### src/rtl/trap_report_arbiter.sv
`default_nettype none
// ============================================================================
// Module   : trap_report_arbiter
// Purpose  : Collects one end-of-simulation trap report per hart, timestamps
//            each report with a free-running cycle counter, and serialises
//            the reports onto a single monitor interface, one per cycle,
//            using round-robin arbitration. Produces sticky completion
//            (all_done) and failure (any_bad) summaries.
// Ports    :
//   clk        in   clock
//   reset      in   asynchronous active-high reset
//   req_valid  in   [NUM_HARTS]        per-hart report valid
//   req_ready  out  [NUM_HARTS]        per-hart slot empty (accepts report)
//   req_code   in   [NUM_HARTS*32]     per-hart trap code (hart i at 32i)
//   req_pc     in   [NUM_HARTS*32]     per-hart trap PC   (hart i at 32i)
//   req_instr  in   [NUM_HARTS*CNT_W]  per-hart retired instruction count
//   mon_valid  out  one-cycle strobe, mon_* fields valid
//   mon_hart   out  [HART_W] hart index of the report
//   mon_code   out  [32]     trap code
//   mon_pc     out  [32]     trap PC
//   mon_cycle  out  [CNT_W]  cycle counter captured at acceptance
//   mon_instr  out  [CNT_W]  instruction count captured at acceptance
//   all_done   out  every hart has been reported (sticky)
//   any_bad    out  some reported trap code was non-zero (sticky)
// Revision : 1.0  initial release
// ============================================================================
module trap_report_arbiter #(
  parameter int NUM_HARTS = 2,
  parameter int CNT_W     = 32,
  parameter int HART_W    = (NUM_HARTS > 1) ? $clog2(NUM_HARTS) : 1
) (
  input  logic                       clk,
  input  logic                       reset,
  input  logic [NUM_HARTS-1:0]       req_valid,
  output logic [NUM_HARTS-1:0]       req_ready,
  input  logic [NUM_HARTS*32-1:0]    req_code,
  input  logic [NUM_HARTS*32-1:0]    req_pc,
  input  logic [NUM_HARTS*CNT_W-1:0] req_instr,
  output logic                       mon_valid,
  output logic [HART_W-1:0]          mon_hart,
  output logic [31:0]                mon_code,
  output logic [31:0]                mon_pc,
  output logic [CNT_W-1:0]           mon_cycle,
  output logic [CNT_W-1:0]           mon_instr,
  output logic                       all_done,
  output logic                       any_bad
);

  typedef enum logic [1:0] {
    EMPTY    = 2'd0,
    PENDING  = 2'd1,
    REPORTED = 2'd2
  } slot_state_t;

  slot_state_t       state     [NUM_HARTS];
  logic [31:0]       cap_code  [NUM_HARTS];
  logic [31:0]       cap_pc    [NUM_HARTS];
  logic [CNT_W-1:0]  cap_instr [NUM_HARTS];
  logic [CNT_W-1:0]  cap_cycle [NUM_HARTS];
  logic [CNT_W-1:0]  cycle_cnt;
  logic [HART_W-1:0] rr_ptr;

  logic              grant_valid;
  logic [HART_W-1:0] grant_idx;
  logic              all_reported_next;
  int                scan_idx;

  // A slot accepts only while empty; readiness never depends on req_valid.
  always_comb begin
    for (int i = 0; i < NUM_HARTS; i++) begin
      req_ready[i] = (state[i] == EMPTY);
    end
  end

  // Round-robin search over pending slots starting at rr_ptr. The index is
  // wrapped by subtraction so non-power-of-two hart counts work.
  always_comb begin
    grant_valid = 1'b0;
    grant_idx   = '0;
    scan_idx    = 0;
    for (int k = 0; k < NUM_HARTS; k++) begin
      scan_idx = int'(rr_ptr) + k;
      if (scan_idx >= NUM_HARTS) begin
        scan_idx = scan_idx - NUM_HARTS;
      end
      if (!grant_valid && state[scan_idx] == PENDING) begin
        grant_valid = 1'b1;
        grant_idx   = HART_W'(scan_idx);
      end
    end
  end

  // True when every slot will be REPORTED once this cycle's grant lands.
  always_comb begin
    all_reported_next = 1'b1;
    for (int i = 0; i < NUM_HARTS; i++) begin
      if (!(state[i] == REPORTED ||
            (grant_valid && grant_idx == HART_W'(i)))) begin
        all_reported_next = 1'b0;
      end
    end
  end

  always_ff @(posedge clk or posedge reset) begin
    if (reset) begin
      cycle_cnt <= '0;
      rr_ptr    <= '0;
      mon_valid <= 1'b0;
      mon_hart  <= '0;
      mon_code  <= '0;
      mon_pc    <= '0;
      mon_cycle <= '0;
      mon_instr <= '0;
      all_done  <= 1'b0;
      any_bad   <= 1'b0;
      for (int i = 0; i < NUM_HARTS; i++) begin
        state[i]     <= EMPTY;
        cap_code[i]  <= '0;
        cap_pc[i]    <= '0;
        cap_instr[i] <= '0;
        cap_cycle[i] <= '0;
      end
    end else begin
      cycle_cnt <= cycle_cnt + 1'b1;

      // Acceptance into an empty slot and a grant of a pending slot touch
      // different slots, so both can happen in the same cycle.
      for (int i = 0; i < NUM_HARTS; i++) begin
        if (state[i] == EMPTY && req_valid[i]) begin
          state[i]     <= PENDING;
          cap_code[i]  <= req_code[32*i +: 32];
          cap_pc[i]    <= req_pc[32*i +: 32];
          cap_instr[i] <= req_instr[CNT_W*i +: CNT_W];
          cap_cycle[i] <= cycle_cnt;
        end else if (state[i] == PENDING && grant_valid &&
                     grant_idx == HART_W'(i)) begin
          state[i] <= REPORTED;
        end
      end

      mon_valid <= grant_valid;
      if (grant_valid) begin
        mon_hart  <= grant_idx;
        mon_code  <= cap_code[grant_idx];
        mon_pc    <= cap_pc[grant_idx];
        mon_cycle <= cap_cycle[grant_idx];
        mon_instr <= cap_instr[grant_idx];
        rr_ptr    <= (grant_idx == HART_W'(NUM_HARTS - 1)) ? '0
                                                           : grant_idx + 1'b1;
        if (all_reported_next) begin
          all_done <= 1'b1;
        end
        if (cap_code[grant_idx] != 32'd0) begin
          any_bad <= 1'b1;
        end
      end
    end
  end

endmodule
`default_nettype wire

### config.mk
export PLATFORM = sky130hd
export DESIGN_NAME = trap_report_arbiter
export DESIGN_NICKNAME = d
export VERILOG_FILES = /design/src/rtl/trap_report_arbiter.sv
export SDC_FILE = /design/constraint.sdc
export NUM_CORES = 1
export LEC_CHECK = 0
export ABC_CLOCK_PERIOD_IN_PS = 15650
export CORE_ASPECT_RATIO = 0.7
export CORE_MARGIN = 2
export CORE_UTILIZATION = 52
export DETAILED_ROUTE_END_ITERATION = 12
export PLACE_DENSITY_LB_ADDON = 0.05
export SLEW_MARGIN = 30
export SYNTH_ARGS = -nofsm -noshare
export SYNTH_HDL_FRONTEND = slang
export SYNTH_SLANG_ARGS = --single-unit
### constraint.sdc
create_clock -name clk -period 15.65 [get_ports clk]
set_input_delay 2.3475 -clock clk [delete_from_list [all_inputs] [get_ports clk]]
set_output_delay 2.3475 -clock clk [all_outputs]
set_load 0.01 [all_outputs]
# After elaboration in Yosys (flattened, before gate mapping)
# Cells that the tools add are included.
dict set report totals {
  regBits 425
  input_bits 196
}
dict set report classes {
  n_addsub 5
  order_cmp 5
  eq_ne 6
  mux 31
  n_bitwise 4
  reduce_logical 19
}
# operator n
set ops {}
lappend ops {{32-bit two-way mux} 14}
lappend ops {{32-bit by 2-bit greater-or-equal comparator with 1-bit output, second input constant} 2}
lappend ops {{32-bit NOT} 2}
lappend ops {{32-bit by 1-bit adder with 32-bit output, second input constant} 1}
lappend ops {{32-bit nonzero test} 1}
lappend ops {{2-bit two-way mux} 10}
lappend ops {{1-bit logical AND} 9}
lappend ops {{2-bit by 1-bit equality test with 1-bit output, second input constant} 4}
lappend ops {{1-bit two-way mux} 7}
lappend ops {{2-bit equality test, second input constant} 2}
lappend ops {{2-bit greater-or-equal comparator, second input constant} 2}
lappend ops {{2-bit zero test} 2}
lappend ops {{2-bit AND reduction} 2}
lappend ops {{2-bit nonzero test} 2}
lappend ops {{1-bit by 2-bit subtractor with 3-bit output, second input constant} 1}
lappend ops {{2-bit by 2-bit subtractor with 3-bit output, second input constant} 1}
lappend ops {{1-bit by 1-bit adder with 2-bit output, second input constant} 1}
lappend ops {{1-bit by 2-bit greater-or-equal comparator with 1-bit output, second input constant} 1}
lappend ops {{1-bit logical OR} 2}
lappend ops {{1-bit NOT with 2-bit output} 1}
lappend ops {{1-bit adder, second input constant} 1}
lappend ops {{1-bit zero test} 1}
lappend ops {{1-bit NOT} 1}

# Depth between registers and ports, before layout
dict set report logic_depth {
  ltp_word 17
  mapped_depth 8
  ltp_nobuf 5
}

# Worst setup path after synthesis
# Ideal clock, no wire load.
dict set report synth_path {
  kind {input -> register}
  from {in req_valid[0]}
  to {reg cap_instr[56] (netlist bit)}
  setup_time_ns 0.125
  arrival_time_ns 3.558
  path_slack_ns 11.968
  stages 5
  n_path_buf 2
  cell_sequence {nor2b_1 > nor2b_1 > buf_2 > buf_1 > mux2_2}
}
dict set report synth_between {
  elab_chain_len 1
}
# item line
set synth_lines {}
lappend synth_lines {{start, declared} 34} ;# input logic [NUM_HARTS-1:0] req_valid,
lappend synth_lines {{1-bit logical AND} 129} ;# if (state[i] == EMPTY && req_valid[i]) begin
lappend synth_lines {{end signal, assigned by index} 133} ;# cap_instr[i] <= req_instr[CNT_W*i +: CNT_W];
lappend synth_lines {{end, declared} 58} ;# logic [CNT_W-1:0] cap_instr [NUM_HARTS];
# No other way between the ends.
# A chain may end at the register's enable or synchronous reset.

# Worst setup path in the final report
dict set report layout_path {
  from {in req_valid[0]}
  to {reg cap_cycle[45] (netlist bit)}
}
dict set report layout_between {
  elab_chain_len 1
}
# item line
set layout_lines {}
lappend layout_lines {{1-bit logical AND} 129}
lappend layout_lines {{end signal, assigned by index} 134} ;# cap_cycle[i] <= cycle_cnt;
lappend layout_lines {{end, declared} 59} ;# logic [CNT_W-1:0] cap_cycle [NUM_HARTS];
# No other way between the ends.

==> reports/qor.csv <==
stage,metric,value,unit
critical_path,end_kind,flip-flop,
die,rows,54,
routing,drt-pass1-iter-count,4,
yosys,ys.warnings.count,0,
critical_path,timing.critical_path.to,cap_cycle[45],
routing,drt_iter0_drc,680,
clock_network,tritoncts.num_buffers,41,
grt,overflow,0,
yosys,syn-cell-area,16600,sq um
die,fp.dieW,218,um
clock_network,cts_tree,done,
placed_design,dp.cells,1960,
routing,via_per_inst,5.37,
grt,grt_pass1_vias,11200,
critical_path,cp-start-kind,primary input,
clock_network,cts_htree_levels,2,
grt,gr-usage-all-layers,24.8,%
yosys,ys_seq_elements,425,
yosys,ys_seq_area_share,63.9,%
cells_and_area,final_cell_area,21700,sq um
yosys,yosysTopAreaCellShare,63.9,%
clock_network,clkSinkCount,425,
cells_and_area,drive_gt1_share,21.5,%
routing,antenna_left,0,
placed_design,pre_cts_ws,10.51,ns
sta,period_minus_slack,4.39,ns
cells_and_area,fin_cells,2039,
critical_path,slowest_delay,0.86,ns
sta,slew_viol_final,0,
die,io_pins,330,
placed_design,placed_area,20300,sq um
critical_path,cpMaxStageDelayCell,buf_4,
critical_path,crit_fanout,64,
routing,drc_errors,0,
critical_path,critPathArrivalTime,4.81,ns
pwr,vdd_drop_max,119,uV
critical_path,critical_path.cell_chain,clkdlybuf4s50_1 -> nor2b_1 -> nor2b_4 -> buf_4 -> mux2_2,
sta,rsz0062_at_grt,false,
pwr,leakage,9.58,nW
critical_path,critical_path.top_delay_family,buffers and inverters,
yosys,syn_inst,1269,
sta,setup_violations,0,
critical_path,critPathLaunch,req_valid[0],
critical_path,r2r_setup_slack,12.83,ns
placed_design,hpwl,26400,um
worst_hold_path,hold_class,reg -> reg,
die,initial_core_util,53.1,%
clock_network,ctsResizeCount,0,
clock_network,hold_buffers,0,
yosys,syn_nets,1466,
routing,drt-total-wl,41000,um
run_status,status,"complete, no violations",
critical_path,cp.depth,5,
sta,setup_slack,11.26,ns
grt,antenna_found_initial,3,
placed_design,io_buffers,329,
yosys,synthFlopType,dfrtp_1,
grt,grt_pass1_wl,64700,um
critical_path,r2r_end,cap_instr[23],
placed_design,place_congestion,0.811,
yosys,async_flop_share,100,%
sta,slew_headroom,34.8,%
die,core-area,31400,sq um
clock_network,clock_latency,0.54,ns
critical_path,rr_worst_depth,4,
critical_path,crit_buf_inv,2,
sta,worst_slew_pin_slew,0.978,ns
yosys,synth_area_per_cell,13.1,sq um
sta,tns,0,ns
die,dieArea,33500,sq um
pwr,finalPower,3.77,mW
pwr,seqPwrFrac,45.0,%
yosys,synthDistinctLibCells,39,
yosys,synth_common_cells,"dfrtp_1 (425), mux2_2 (256), nor2_1 (204)",
critical_path,crit_type,in -> reg,
routing,vias,11000,
clock_network,root_buffer,clkbuf_16,
pwr,swShare,28.9,%
sta,hold_viol_final,0,
cells_and_area,area_growth,30.6,%
pwr,p_int,2.68,mW
yosys,yosysTopAreaCell,dfrtp_1,
cells_and_area,fin_nets,1780,
clock_network,cts.path.max_buffers,3,
clock_network,clk_pin_slew_worst_paths,0.06,ns
pwr,p_per_area,174,nW/um^2
yosys,yosys.cell_count.top_type,dfrtp_1,
die,die_y,154,um
routing,wl_per_cell,20.1,um
sta,post-route-period-util,28.1,%
critical_path,reg2reg_from,state[0],
sta,finalClockSkew,0.0129,ns
job,maxCapViolations,0,
clock_network,cts_post_setup_buffers_inserted,0,
sta,max_freq,228,MHz
yosys,netlist_top_cells_area,"dfrtp_1 (64%), mux2_2 (17%), nor2_1 (4.6%)",
pwr,switching_power,1.09,mW
grt,grt_max_degree,135,
pwr,power_frac_comb,28.3,%
yosys,synth_edf_count,0,
pwr,p_clk_share,26.7,%
critical_path,required,16.07,ns
-- sequential cells by signal, indices dropped and copies added, names as in the netlist, 4 cells and up --
signal     count
cap_code      64
cap_cycle     64
cap_instr     64
cap_pc        64
cycle_cnt     32
mon_code      32
mon_cycle     32
mon_instr     32
mon_pc        32
state          4
-- logic make-up after synthesis --
group | share of synthesized area [%]
flip-flops | 63.9
AND/OR/NAND/NOR | 8.11
multiplexers | 19.3
AO/OA/AOI/OAI | 5.01
buffers and inverters | 2.02
XOR/XNOR | 1.58
adder cells (fa/ha/maj) | 0.0752
-- power groups by stage --
stage               clock, mW  combinational [mW]  sequential (mW)
finish                   1.01                1.07             1.70
global route             1.07                1.17             1.75
CTS                      1.03                1.08             1.70
detailed placement          0                1.08             1.71
global placement            0                1.06             1.70
floorplan                   0               0.485             1.74
-- cells in the final DEF, fill, tap and decap left out, types with 2 or more instances in the layout --
cell type and n:
a31oi_1 4, and3_1 2, and4_1 3, buf_4 7, buf_6 5, bufinv_16 2
clkbuf_1 10, clkbuf_16 43, clkbuf_8 12, clkdlybuf4s50_1 329, clkinv_2 7, dfrtp_1 425
diode_2 5, inv_1 5, mux2_2 256, mux2i_1 32, nand2_1 46, nand2b_1 2
nand3_1 12, nand4_1 8, nor2_1 203, nor2b_1 3, nor3_1 2, nor4_1 13
nor4_4 2, o21a_1 2, o21ai_0 32, o22ai_1 96, xnor2_1 24, xor2_1 6
-- worst reg2reg max path: stages, from the launching register on --
cell and delay, ns:
dfrtp_1 0.43, nor2_1 0.26, and2_4 0.74, buf_6 0.79
mux2_2 0.50
-- worst min-delay path by stage --
| stage | start | end | slack (ns) | cells past startpoint |
|---|---|---|---|---|
| finish | all_done | all_done | 0.48 | 2 |
| global route | cap_instr[3] | cap_instr[3] | 0.52 | 1 |
| CTS | all_done | all_done | 0.48 | 2 |
| detailed placement | all_done | all_done | 0.46 | 2 |
| global placement | all_done | all_done | 0.46 | 2 |
| floorplan | cycle_cnt[31] | cycle_cnt[31] | 0.46 | 1 |
-- layout make-up --
cell class | count | area, sq um
Fill cell | 2349 | 9630
Tap cell | 420 | 526
Sequential cell | 425 | 10600
Clock buffer | 65 | 1280
Multi-Input combinational cell | 766 | 5710
Inverter | 7 | 40.0
Clock inverter | 9 | 98.8
Antenna cell | 5 | 12.5
Timing Repair Buffer | 342 | 3420
-- stage by stage --
step / utilization (%) / hold slack [ns]
after floorplan: - / 0.456
final: 69.3 / 0.478
after CTS: 69.2 / 0.483
after detailed placement: 64.8 / 0.462
after global routing: 69.3 / 0.515
after global placement: 64.7 / 0.459
-- metal layers --
layer  share of wire [%]  routed length, um  track usage [%]
met1                  45              18600             35.1
met5               0.032                 13                0
met2                  46              18900             39.0
met4                 2.2                891             6.84
met3                 6.4               2620             5.78
Note: power is estimated with default switching activity, not from simulation.
